$ cat config.mk
export PLATFORM = sky130hd
export DESIGN_NAME = noc_local_inject_arbiter_flat
export DESIGN_NICKNAME = d
export VERILOG_FILES = /design/src/rtl/noc_local_inject_arbiter_if.sv /design/src/rtl/noc_local_inject_arbiter.sv /design/src/flat_wrapper.sv
export SDC_FILE = /design/constraint.sdc
export NUM_CORES = 1
export LEC_CHECK = 0
export CORE_ASPECT_RATIO = 2
export CORE_MARGIN = 2
export CORE_UTILIZATION = 34
export CTS_BUF_LIST = sky130_fd_sc_hd__clkbuf_4
export DETAILED_ROUTE_END_ITERATION = 10
export PLACE_DENSITY = 0.89
export SETUP_SLACK_MARGIN = 0.4
export SLEW_MARGIN = 20
export SYNTH_ARGS = -nofsm -noshare
export SYNTH_HDL_FRONTEND = slang
export SYNTH_SLANG_ARGS = --single-unit
$ cat constraint.sdc
create_clock -name noc_clk -period 14.24 [get_ports noc_clk]
set_input_delay 3.56 -clock noc_clk [delete_from_list [all_inputs] [get_ports noc_clk]]
set_output_delay 3.56 -clock noc_clk [all_outputs]
set_load 0.005 [all_outputs]
$ cat src/rtl/noc_local_inject_arbiter_if.sv
// Requester-side and router-side handshake bundle for the local injection arbiter.
`ifndef Noc_Data_Width
`define Noc_Data_Width 32
`endif

interface noc_local_inject_arbiter_if #(
  parameter int NUM_REQ = 4,
  parameter int DATA_W  = `Noc_Data_Width
);
  logic [NUM_REQ-1:0]        req_valid;
  logic [NUM_REQ-1:0]        req_ready;
  logic [NUM_REQ*DATA_W-1:0] req_flit;
  logic [NUM_REQ-1:0]        req_is_header;
  logic [NUM_REQ-1:0]        req_is_tail;
  logic                      out_valid;
  logic                      out_ready;
  logic [DATA_W-1:0]         out_flit;
  logic                      out_is_header;
  logic                      out_is_tail;

  // Arbiter view: consumes requester flits, drives the router local port.
  modport master (
    input  req_valid, req_flit, req_is_header, req_is_tail, out_ready,
    output req_ready, out_valid, out_flit, out_is_header, out_is_tail
  );

  // Environment view: requesters and router.
  modport slave (
    output req_valid, req_flit, req_is_header, req_is_tail, out_ready,
    input  req_ready, out_valid, out_flit, out_is_header, out_is_tail
  );
endinterface

$ cat src/rtl/noc_local_inject_arbiter.sv
// Packet-level round-robin arbiter sharing one NoC local injection port among
// NUM_REQ requesters; zero-latency datapath, registered IDLE/LOCK arbitration.
`ifndef Noc_Data_Width
`define Noc_Data_Width 32
`endif

module noc_local_inject_arbiter #(
  parameter int NUM_REQ = 4,
  parameter int PTR_W   = 2,
  parameter int DATA_W  = `Noc_Data_Width
) (
  input  logic                       noc_clk,
  input  logic                       noc_rst,
  noc_local_inject_arbiter_if.master bus,
  output logic [NUM_REQ-1:0]         grant,
  output logic                       busy,
  output logic [NUM_REQ-1:0]         proto_err
);

  localparam logic [0:0] ST_IDLE = 1'b0;
  localparam logic [0:0] ST_LOCK = 1'b1;

  logic [0:0]         state;
  logic [PTR_W-1:0]   owner;
  logic [PTR_W-1:0]   rr_ptr;
  logic [PTR_W-1:0]   sel;
  logic               sel_vld;
  logic [NUM_REQ-1:0] cand;
  logic [NUM_REQ-1:0] drain;
  logic               xfer;

  function automatic logic [PTR_W-1:0] ptr_inc(input logic [PTR_W-1:0] p);
    return (int'(p) >= NUM_REQ - 1) ? '0 : p + 1'b1;
  endfunction

  // First set bit of c at or above start, wrapping modulo NUM_REQ.
  function automatic logic [PTR_W-1:0] rr_pick(input logic [NUM_REQ-1:0] c,
                                               input logic [PTR_W-1:0]   start);
    logic [PTR_W-1:0] idx;
    logic [PTR_W-1:0] win;
    logic             found;
    idx   = start;
    win   = '0;
    found = 1'b0;
    for (int k = 0; k < NUM_REQ; k++) begin
      if (!found && c[idx]) begin
        win   = idx;
        found = 1'b1;
      end
      idx = ptr_inc(idx);
    end
    return win;
  endfunction

  always_comb begin
    cand    = '0;
    drain   = '0;
    sel     = '0;
    sel_vld = 1'b0;
    if (!noc_rst) begin
      if (state == ST_LOCK) begin
        sel     = owner;
        sel_vld = 1'b1;
      end else begin
        cand    = bus.req_valid & bus.req_is_header;
        // Headerless flits in IDLE belong to no packet: swallow and flag them.
        drain   = bus.req_valid & ~bus.req_is_header;
        sel     = rr_pick(cand, rr_ptr);
        sel_vld = |cand;
      end
    end
    grant             = sel_vld ? (NUM_REQ'(1) << sel) : '0;
    bus.out_valid     = sel_vld && bus.req_valid[sel];
    bus.out_flit      = bus.req_flit[sel*DATA_W +: DATA_W];
    bus.out_is_header = bus.req_is_header[sel];
    bus.out_is_tail   = bus.req_is_tail[sel];
    bus.req_ready     = ({NUM_REQ{bus.out_ready}} & grant) | drain;
  end

  assign xfer = bus.out_valid && bus.out_ready;
  assign busy = !noc_rst && (state == ST_LOCK);

  // Arbitration state boundary
  always_ff @(posedge noc_clk) begin
    if (noc_rst) begin
      state     <= ST_IDLE;
      owner     <= '0;
      rr_ptr    <= '0;
      proto_err <= '0;
    end else begin
      proto_err <= proto_err | drain;
      if (state == ST_IDLE) begin
        if (xfer) begin
          if (bus.out_is_tail) begin
            rr_ptr <= ptr_inc(sel);
          end else begin
            state <= ST_LOCK;
            owner <= sel;
          end
        end
      end else begin
        if (bus.req_valid[owner] && bus.req_is_header[owner]) proto_err[owner] <= 1'b1;
        if (xfer && bus.out_is_tail) begin
          state  <= ST_IDLE;
          rr_ptr <= ptr_inc(owner);
        end
      end
    end
  end

endmodule

$ cat src/flat_wrapper.sv
// flat-port wrapper written by rule: the top's interface ports become plain ports
module noc_local_inject_arbiter_flat 
#(
  parameter int NUM_REQ = 4,
  parameter int PTR_W   = 2,
  parameter int DATA_W  = `Noc_Data_Width
)
  (noc_clk, noc_rst, grant, busy, proto_err, bus_req_valid, bus_req_flit, bus_req_is_header, bus_req_is_tail, bus_out_ready, bus_req_ready, bus_out_valid, bus_out_flit, bus_out_is_header, bus_out_is_tail);
  noc_local_inject_arbiter_if #(.NUM_REQ(NUM_REQ), .DATA_W(DATA_W)) bus_i ();
  input  logic noc_clk;
  input  logic noc_rst;
  output logic [NUM_REQ-1:0] grant;
  output logic busy;
  output logic [NUM_REQ-1:0] proto_err;
  input wire logic [$bits(bus_i.req_valid)-1:0] bus_req_valid;
  input wire logic [$bits(bus_i.req_flit)-1:0] bus_req_flit;
  input wire logic [$bits(bus_i.req_is_header)-1:0] bus_req_is_header;
  input wire logic [$bits(bus_i.req_is_tail)-1:0] bus_req_is_tail;
  input wire logic [$bits(bus_i.out_ready)-1:0] bus_out_ready;
  output wire logic [$bits(bus_i.req_ready)-1:0] bus_req_ready;
  output wire logic [$bits(bus_i.out_valid)-1:0] bus_out_valid;
  output wire logic [$bits(bus_i.out_flit)-1:0] bus_out_flit;
  output wire logic [$bits(bus_i.out_is_header)-1:0] bus_out_is_header;
  output wire logic [$bits(bus_i.out_is_tail)-1:0] bus_out_is_tail;
  assign bus_i.req_valid = bus_req_valid;
  assign bus_i.req_flit = bus_req_flit;
  assign bus_i.req_is_header = bus_req_is_header;
  assign bus_i.req_is_tail = bus_req_is_tail;
  assign bus_i.out_ready = bus_out_ready;
  assign bus_req_ready = bus_i.req_ready;
  assign bus_out_valid = bus_i.out_valid;
  assign bus_out_flit = bus_i.out_flit;
  assign bus_out_is_header = bus_i.out_is_header;
  assign bus_out_is_tail = bus_i.out_is_tail;
  noc_local_inject_arbiter #(.NUM_REQ(NUM_REQ), .PTR_W(PTR_W), .DATA_W(DATA_W)) u_core (.noc_clk(noc_clk), .noc_rst(noc_rst), .bus(bus_i), .grant(grant), .busy(busy), .proto_err(proto_err));
endmodule
==> results of run 1 <==
-- worst reg2reg max path: cells and delay by family (launching register included) --
kind	cells	cell delay, ns
buffers and inverters	3	1.09
AOI/OAI and AO/OA	3	1.34
DFF	1	0.59
adders and majority gates	1	0.38
muxes	2	0.80
and+or+nand+nor	2	0.85
-- worst min path at each step --
stage                             start                   to  slack [ns]  cells after the start
floorplan           u_core.proto_err[0]  u_core.proto_err[0]        0.47                      2
global placement    u_core.proto_err[3]  u_core.proto_err[3]        0.46                      2
detailed placement  u_core.proto_err[3]  u_core.proto_err[3]        0.47                      2
CTS                 u_core.proto_err[3]  u_core.proto_err[3]        0.48                      2
global route        u_core.proto_err[2]  u_core.proto_err[2]        0.49                      2
finish              u_core.proto_err[3]  u_core.proto_err[3]        0.48                      2
-- per-stage QoR --
step / area [um^2] / instances / hold slack [ns] / power [W] / util, %
6_report: 3990 / 508 / 0.480 / 0.000264 / 67.5
2_1_floorplan: 2050 / 272 / 0.466 / 0.000131 / -
3_3_place_gp: 3960 / 504 / 0.456 / 0.000242 / 67.0
5_1_grt: 3990 / 508 / 0.494 / 0.000283 / 67.5
3_5_place_dp: 3960 / 504 / 0.466 / 0.000244 / 67.0
4_1_cts: 3990 / 508 / 0.480 / 0.000266 / 67.5
-- cell usage in the layout (no fill, tap or decap), drive strengths merged, types with 2 or more instances in the layout --
| master | count |
|---|---|
| clkdlybuf4s50 | 190 |
| a211oi | 42 |
| and2 | 42 |
| mux2i | 39 |
| a21oi | 38 |
| nor2 | 14 |
| ha | 9 |
| dfxtp | 9 |
| nand2 | 8 |
| inv | 6 |
| a21o | 5 |
| nor4b | 4 |
| a311oi | 3 |
| clkbuf | 3 |
| a221oi | 3 |
| o211a | 2 |
| mux4 | 2 |
| nor3 | 2 |
| o211ai | 2 |
| a2111oi | 2 |
| nand3 | 2 |
| buf | 2 |
-- synthesized netlist by cell type (4+ instances only) --
library cell   n  area (um^2)
buf_1          4         15.0
a211oi_1      41          308
a21o_1         5         37.5
inv_1          4         15.0
and2_1        35          219
clkbuf_1      16         60.1
dfxtp_1        9          180
mux2i_1       39          390
nand2_1        8         30.0
a21oi_1       38          190
nor2_1        14         52.6
nor4b_1        4         35.0
and2_0         7         43.8
ha_1           9          113
-- kinds of logic after synthesis --
| kind of cell | Yosys count |
|---|---|
| fa+ha+maj | 9 |
| flops | 9 |
| mux | 41 |
| simple gates | 79 |
| compound gates | 105 |
| buf+inv | 29 |
-- power by group through the flow --
stage                     clock network [W]  logic [W]  registers, W
after global placement                    0   0.000212     0.0000302
after detailed placement                  0   0.000214     0.0000301
after floorplan                           0   0.000103     0.0000283
after CTS                         0.0000213   0.000215     0.0000296
final                             0.0000206   0.000214     0.0000297
after global routing              0.0000226   0.000230     0.0000300
-- sequential cells by signal (all words and copies together), names as in the netlist --
signal and cells:
u_core.state 1, u_core.rr_ptr 2, u_core.proto_err 4, u_core.owner 2
-- per-layer routing --
metal / up-vias / GRT usage (%)
li1: 1381 / -
met1: 1312 / 27.9
met2: 191 / 47.0
met3: 16 / 7.37
met4: 0 / 7.42
met5: - / 0
-- cell type report --
| type | count | area, um^2 |
|---|---|---|
| clock inverters | 1 | 5.00 |
| well taps | 63 | 78.8 |
| multi-input cells | 234 | 1760 |
| repair buffers | 192 | 1920 |
| clock buffers | 3 | 22.5 |
| flip-flops and latches | 9 | 180 |
| fillers | 507 | 1920 |
| inverters | 6 | 22.5 |
==> results summary, run 1 <==
The number of buffers inserted during clock tree synthesis is 3. The total iterations of the first detailed-routing run came out at 7. The combined area of all synthesized cells came out at 2050 um^2. The number of DRC markers in iteration 0 came out at 175. The congestion estimate from routability-driven global placement came to 0.964. The number of buffers on the longest clock path is 2. The final number of hold-violating endpoints is 0. The most critical setup path has its startpoint at bus_req_valid[3]. The relative contribution of the clock network to total power is 7.8%. The flow ran to the end, but the final reports show violations. In this run the worst setup path terminates at bus_out_valid. The number of storage elements in the synthesis netlist is 9. The standard cell core area is 5910 um^2. The number of antenna violations at the first check in global routing is 0. Detailed placement ended at an HPWL of 7230 um.

The count of synthesis-stage warnings from yosys came out at 0. The TritonCTS clock tree is built. For flop-to-flop paths, the worst setup slack is 9.09 ns. STA classifies the critical path endpoint as an output pin. The share of total power in combinational logic came out at 81.0%. VDD sags by at most 42.1 uV. The count of flip-flops with a built-in enable after synthesis is 0.

The global-route usage over all layers is 25.8%. In the final routed layout, each cell accounts on average for 17.8 um. The synthesized netlist devotes 0% of its cell area to XOR and XNOR gates. The largest fanout on the critical path came out at 41.

A synthesized cell averages 7.54 um^2. The most used flip-flop cell after synthesis is dfxtp_1. The total overflow left after global routing is 0.

The post-placement worst setup slack is 2.64 ns. The largest net degree at the start of global routing is 75. The number of cells on the critical path came out at 11.

After layout, the minimum clock period comes to 11.62 ns. The max-cap violation count came out at 0. The critical path is of the input port to output pin type. Signal routing reaches up to met4. From synthesis to final layout, the design area changed by 94.3%. After synthesis, the netlist uses 42 different library cells. The detailed router put a total of 3030 um of wire on met1.

The power density over the cells is 66.3 nW/um^2. In this run the horizontal extent of the chip is 58.9 um. The switching power is 0.000101 W. The measured slew at the worst slew-check pin is 0.782 ns.

The cell sitting at the root of the clock tree is a clkbuf_4. Derived from the worst setup path, the maximum achievable clock frequency is 86.1 MHz. The number of port buffers is 190.

The relative contribution of sequential cells to total power is 11.2%. The post-cts resize count is 0. In this run the tightest slew margin relative to its limit is 47.2%. The number of vias per cell after detailed routing is 5.71. The synthesized netlist devotes 5.49% of its cell area to adder and majority cells.

STA classifies the critical path startpoint as an input port. The maximum clock skew at final layout is 0.00487 ns. The count of pins over their slew limit came out at 0. For this run, design rule violations remaining after detail routing come to 20. The number of global-route vias before repair was 2828. The area fraction in and, or, nand and nor cells after synthesis came out at 22.4%.

The clock latency on the worst-skew pair came out at 0.27 ns. The post-detailed-route count of antenna-violating nets is 0. Setup total negative slack on the finished layout was measured at 0 ns. The initial core utilization came out at 34.7%. The number of ports placed on the die boundary came out at 191.

The critical path data arrival time came out at 8.06 ns. The number of nets in the synthesized netlist came out at 424. The count of mapped cells out of synthesis came out at 272. The row count came out at 40.

Cells with a size suffix above 1 make up 3.60% of the layout. The highest cell delay on the worst timing path is 0.66 ns. The post-layout net count is 598.

The required time of the critical path is 10.68 ns. Setup repair after global routing left no endpoint under its margin. The post-layout worst setup margin came out at 2.62 ns.

The async set-or-reset flop fraction in the synthesized netlist came out at 0%. The first global-routing pass estimated 13600 um of wire. CTS built an H-tree with a depth of 1. The met3 layer wire length in the routed design is 1210 um. The clock slew at the register clock pins of the worst setup and hold paths came out at 0.06 ns. The final reports fail on DRC. The number of antenna diodes in the final layout is 0. Grouping stages by cell kind, the critical path spends the most delay in buffers and inverters.

For this run, the register share of the synthesized area comes to 8.79%. The most common cell type on the critical path is clkdlybuf4s50_1. The total setup violations reported at the end of the flow is 0.

The startpoint identified for the worst register-to-register timing path is u_core.rr_ptr[0]. The aggregate routed wire length is 9040 um. The count of hold buffers inserted by post-cts repair came out at 0. The buffering stage count on the worst path with inverters included came out at 4. The endpoint identified for the worst register-to-register timing path is u_core.owner[0]. The share of the synthesized area in compound gates (AO/OA/AOI/OAI) is 36.6%.

After synthesis, the largest family of logic cells by area is compound AO/OA/AOI/OAI gates. The floorplan die area is 6710 um^2. Summed over all cells, the static leakage comes to 1.62 nW. The met2 layer wire length in the routed design is 4620 um. Internal power comes to 0.000163 W.

The depth of the most critical reg-to-reg path came out at 11. The number of clock sinks came out at 9. The via total after detailed routing came out at 2900. The die outline height is 114 um. The multiplexer share of the synthesized area is 21.2%. The slowest stage of the critical path belongs to the cell a2111o_2. The worst path uses 81.6% of the clock period. The class of the tightest hold or removal check is flop to flop. Walking the worst path, the cells encountered are clkdlybuf4s50_1 -> and2_1 -> mux4_2 -> nor3_1 -> a2111o_2 -> buf_4 -> inv_2 -> mux2i_1 -> nand2_1 -> and3b_1 -> clkdlybuf4s50_1. The switching part of the total power came out at 38.2%. In this run the post-CTS setup repair buffer count came out at 0.
Power figures use the tool's default switching activity.
==> run 2, diff against run 1 <==
--- a/config.mk
+++ b/config.mk
@@ -7,10 +7,10 @@
 export LEC_CHECK = 0
 export CORE_ASPECT_RATIO = 2
 export CORE_MARGIN = 2
-export CORE_UTILIZATION = 34
+export CORE_UTILIZATION = 29
 export CTS_BUF_LIST = sky130_fd_sc_hd__clkbuf_4
 export DETAILED_ROUTE_END_ITERATION = 10
-export PLACE_DENSITY = 0.89
+export PLACE_DENSITY = 0.8
 export SETUP_SLACK_MARGIN = 0.4
 export SLEW_MARGIN = 20
 export SYNTH_ARGS = -nofsm -noshare
==> constraint.sdc (replaced) <==
create_clock -name noc_clk -period 10.2 [get_ports noc_clk]
set_input_delay 2.55 -clock noc_clk [delete_from_list [all_inputs] [get_ports noc_clk]]
set_output_delay 2.55 -clock noc_clk [all_outputs]
set_load 0.005 [all_outputs]
==> run 2 against run 1 <==
Net effect:
- the run now ends clean
- highest routed layer unchanged
- critical endpoint is now bus_out_is_tail
- via count shrank 0.62%
- wire length grew 9.7%
- utilization shrank 9.0 points
- critical path depth shrank 2
==> results summary, run 2 (same netlist as run 1, synthesis figures left out) <==
The run finished with clean final reports. Dividing the detail-routed via count by the number of cells gives 5.38. The critical path launch point type is an input port.

The total iterations of the first detailed-routing run is 4. The flip-flop count of the largest register after layout is 4. The number of clock buffers added by TritonCTS is 3. The timing-limited maximum frequency is 110 MHz. The worst slew margin relative to its limit is 43.8%. The highest cell delay on the worst timing path came out at 0.65 ns. The tree is rooted in a clkbuf_4. The number of DRC markers in iteration 0 is 177. The count of buffers added on input and output ports is 190. The initial core utilization is 29.8%. Clock latency on the worst-skew pair, taken at its later pin, is 0.27 ns. The critical path data arrival time is 6.52 ns. The aggregate routed wire length came out at 9920 um.

The launch point of the worst reg-to-reg path is u_core.rr_ptr[0]. The number of ports placed on the die boundary is 191. The final number of hold-violating endpoints came out at 0. The class of the tightest hold or removal check is flop to flop. The post-layout net count came out at 599.

The remaining routing DRC violations is 0. The floorplan has 43 rows. Once detailed placement completed, the half-perimeter wirelength came to 8100 um. The final route contains 2882 vias. The register containing the most flip-flops in the final layout is u_core.proto_err. The last weighted congestion value of the routability-driven placer is 0.960. The number of antenna violations at the first check in global routing came out at 0. STA classifies the critical path endpoint as an output pin. The count of pins over their slew limit came out at 0. The library cell used most frequently in the layout, excluding fill and tap cells, is clkdlybuf4s50_1. The total setup violations reported at the end of the flow came out at 0. The total number of H-tree levels is 1. The post-cts resize count is 0.

The floorplan step defined a die boundary enclosing 7800 um^2. The fraction of the cycle the final worst path needs is 88.9%. The floorplan step defined a core boundary enclosing 6890 um^2. The maximum clock skew at final layout is 0.0124 ns. The final total negative setup slack came out at 0 ns.

The leakage power figure came out at 1.62 nW. In the layout the commonest cells are clkdlybuf4s50_1 (190), a211oi_1 (41), mux2i_1 (39). For the pin with the worst max-slew slack, the measured transition is 0.843 ns. From synthesis to final layout, the design area changed by 96.5%. The largest registers in the layout are u_core.proto_err x4, u_core.owner x2, u_core.rr_ptr x2. Setup repair after global routing left no endpoint under its margin. By startpoint and endpoint, the worst setup path is classified as input port to output pin. The number of global-route vias before repair was 2819.

The required time of the critical path came out at 7.65 ns. The die outline height is 123 um. Entering global routing, the biggest net connects 71 pins.

In this run the worst path has a maximum fanout of 70. The power density over the cells came out at 93.4 nW/um^2. The design draws 0.000376 W. Measured along the x axis, the die boundary spans 63.5 um.

The number of buffers on the longest clock path came out at 2. The TritonCTS clock tree is built. The number of setup buffers added after CTS is 0. The highest ir drop seen on vdd came out at 72.8 uV. The count of hold buffers inserted by post-cts repair came out at 0. The largest individual stage delay along the critical path comes from the cell buf_4. The start point of the critical path is bus_req_valid[3]. The share of cells above drive strength 1 came out at 3.81%. The number of clock sinks came out at 9.

The global route total overflow came out at 0. The final critical-path required period is 9.07 ns. The max-cap violation count is 0.

The worst hold path begins at u_core.proto_err[0]. The mean routed wirelength per cell came out at 18.5 um. Walking the worst path, the cells encountered are clkdlybuf4s50_1 -> and2_1 -> mux4_2 -> nor3_1 -> a2111o_2 -> buf_4 -> mux2i_1 -> mux2i_1 -> clkdlybuf4s50_1. The post-detailed-route count of antenna-violating nets came out at 0.

The clock slew at the register clock pins of the worst setup and hold paths came out at 0.07 ns. The final antenna diode count came out at 0. The first global-routing pass estimated 15000 um of wire. The global-route usage over all layers is 24.3%.
[run 2: cell count changes in the layout (fill, tap and decap cells not counted), sizes merged]
cell	before	now
buf	2	3
clkbuf	3	4
clkinv	1	0
[run 2: path summary, 6_finish.rpt]
| path | to | slack [ns] | cells past startpoint |
|---|---|---|---|
| worst min register to register | u_core.proto_err[0] | 0.48 | 2 |
| worst max register to register | u_core.owner[0] | 5.79 | 10 |
| worst min-delay path | u_core.proto_err[0] | 0.48 | 2 |
| worst max-delay path | bus_out_is_tail | 1.13 | 9 |
[run 2: where the power goes]
group | total [W] | internal (W) | leakage [nW] | switching (W)
registers | 0.0000417 | 0.0000373 | 0.0733 | 0.00000439
logic | 0.000303 | 0.000178 | 1.53 | 0.000125
clock network | 0.0000316 | 0.0000178 | 0.0184 | 0.0000138
total | 0.000376 | 0.000233 | 1.62 | 0.000144
[run 2: metal layers]
layer	GRT usage (%)	wire (um)	vias to the layer above
li1	-	-	1384
met1	25.0	3410	1293
met2	46.6	5190	170
met3	6.28	865	35
met4	8.42	456	0
met5	0	0	-
[run 2: stage by stage]
step / instance area, um^2 / hold slack, ns / util, % / instances / worst slack (ns)
6_report: 4030 / 0.484 / 58.5 / 536 / 1.13
5_1_grt: 4030 / 0.511 / 58.5 / 536 / 0.919
4_1_cts: 4030 / 0.491 / 58.5 / 536 / 1.17
3_5_place_dp: 4000 / 0.463 / 58.1 / 532 / 1.20
3_3_place_gp: 4000 / 0.461 / 58.1 / 532 / 1.35
2_1_floorplan: 2050 / 0.466 / - / 272 / 2.60
[run 2: area by class of cell]
class / instances / area (um^2)
Clock buffer: 4 / 30.0
Fill cell: 663 / 2860
Inverter: 6 / 22.5
Multi-Input combinational cell: 234 / 1760
Sequential cell: 9 / 180
Tap cell: 90 / 113
Timing Repair Buffer: 193 / 1920
[run 2: worst max-delay path, delay by kind of cell]
kind	cells	cell delay, ns
buffers and inverters	3	1.73
multiplexers	3	1.17
AND/OR/NAND/NOR	2	0.74
AO/OA/AOI/OAI	1	0.26
==> patch, RTL diff (config.mk and constraints of run 2) <==
Make the reset (`noc_rst`) asynchronous in one clocked block.
--- a/src/rtl/noc_local_inject_arbiter.sv
+++ b/src/rtl/noc_local_inject_arbiter.sv
@@ -81,7 +81,7 @@
   assign busy = !noc_rst && (state == ST_LOCK);
 
   // Arbitration state boundary
-  always_ff @(posedge noc_clk) begin
+  always_ff @(posedge noc_clk or posedge noc_rst) begin
     if (noc_rst) begin
       state     <= ST_IDLE;
       owner     <= '0;
Formal check against the unedited RTL: differs if noc_rst is asserted again (counterexample within 4 cycles, from zero or initial values and one cycle with noc_rst high); with noc_rst held inactive, the same outputs for 4 cycles.
==> patch against run 2 <==
Wire length grew 1.0%. Final cell count is 11% higher. Highest routed layer unchanged. Area after synthesis is 0.18% higher. Design area down 0.78%. Setup slack better by 0.12 ns. Sequential cell count did not move.
Power is not compared: it rests on default switching activity, and its combinational part moved more than twofold at a synthesized area within 25%.
==> patch: results (changes against run 2) <==
metric	value	unit	change
status	finished clean		
Area contributors post-synth	nand2_1 25%, dfrtp_1 11%, a31oi_1 11%		
Synth top cells by count	137 x nand2_1, 35 x a31oi_1, 33 x and3_1		
ys flop type	dfrtp_1		
Worst Setup EP	bus_req_ready[3]		
initial antenna violation count	1		+1
largest net degree at the start of global routing	72		+1.4%
ys async rst share	1.000		+1.000
worst r2r dst	u_core.owner[1]		
Hold Path Class	register to register		
Root Driver	clkbuf_4		
crit-path leading delay family	buffers and inverters		
Final #Nets	656		+9.5%
syn nets	486		+15%
Slew @ Worst Pin	0.5703	ns	-0.2724 ns
WL final	10.02	mm	+1.0%
vias per inst	5.318		-1.1%
r2r setup slk	6.34	ns	+0.55 ns
vias in the first global route	3185		+13%
GP Congestion	0.9292		-3.2%
synth unique cells	39		-7.1%
CP Max Fanout	71		+1.4%
slowest cell on the critical path	clkdlybuf4s50_1		
clk_skew	0.004757	ns	-0.007613 ns
hpwl dp	8.055	mm	-0.59%
first-pass GRT wire length	15.62	mm	+4.1%
synthesized area per cell	6.151	µm²	-18%
share of cells above drive strength 1	0.03777		-0.0003432
drt first pass iters	6		+2
Setup crit start	bus_req_is_header[0]		
Fin Hold WS	0.4748	ns	-0.009118 ns
dpl cells	589		+11%
iteration-0 DRC count of the detailed router	224		+27%
Post-Layout Cell Count	594		+11%
worst flop-to-flop path startpoint	u_core.rr_ptr[0]		
Total GRT Usage	0.2514		+0.008055
sequential share of the synthesized area	0.1096		+0.02176
WP data arrival	6.40	ns	-0.12 ns
[patch: metrics by stage]
stage	area, µm²	setup slack, ns
after floorplan	2054	2.762
after global placement	3965	1.393
after detailed placement	3965	1.306
after CTS	3995	1.282
after global routing	3998	1.022
final	3998	1.251
[patch: final cells by class]
| class | count | area [µm²] |
|---|---|---|
| antenna | 1 | 2.502 |
| clock buffer | 4 | 30.03 |
| fill | 693 | 2889 |
| inverter | 7 | 31.28 |
| multi-input combinational | 291 | 1679 |
| sequential | 9 | 225.2 |
| tap | 90 | 112.6 |
| timing repair buffer | 192 | 1917 |
[patch: worst reg2reg max path: stages, from the launching register on]
cell	delay, ns
dfrtp_1	0.61
ha_1	0.37
nor2_1	0.13
o211ai_1	0.25
o211a_1	0.18
or3_4	0.12
o21a_2	0.50
clkinv_4	0.56
or2_2	0.48
a211oi_1	0.17
o211ai_1	0.19
mux2i_1	0.15
[patch: routing by layer]
metal,global-route usage,share of wire,wire [µm]
met2,0.4882,0.55,5509
met1,0.2389,0.32,3230
met3,0.05914,0.074,738
met4,0.1291,0.054,545
met5,0,0,0
[patch: worst min path at each step]
| stage | from | endpoint | depth (start not counted) |
|---|---|---|---|
| 2_1_floorplan | u_core.proto_err[0] | u_core.proto_err[0] | 1 |
| 3_3_place_gp | u_core.proto_err[1] | u_core.proto_err[1] | 1 |
| 3_5_place_dp | u_core.proto_err[1] | u_core.proto_err[1] | 1 |
| 4_1_cts | u_core.proto_err[1] | u_core.proto_err[1] | 1 |
| 5_1_grt | u_core.proto_err[1] | u_core.proto_err[1] | 1 |
| 6_report | u_core.proto_err[3] | u_core.proto_err[3] | 1 |
[patch: power groups by stage]
stage                     Sequential [W]  Combinational [W]   Clock, W
after floorplan                0.0000556           0.000479          0
after CTS                      0.0000669           0.000899  0.0000304
after global placement         0.0000665           0.000882          0
after detailed placement       0.0000675           0.000893          0
after global routing           0.0000702           0.000974  0.0000329
final                          0.0000682           0.000894  0.0000300
[patch: cell families after synthesis]
group | synth area share
muxes | 0.07795
and+or+nand+nor | 0.4397
buffers and inverters | 0.07369
AOI/OAI and AO/OA | 0.2442
adders and majority gates | 0.05481
DFF | 0.1096
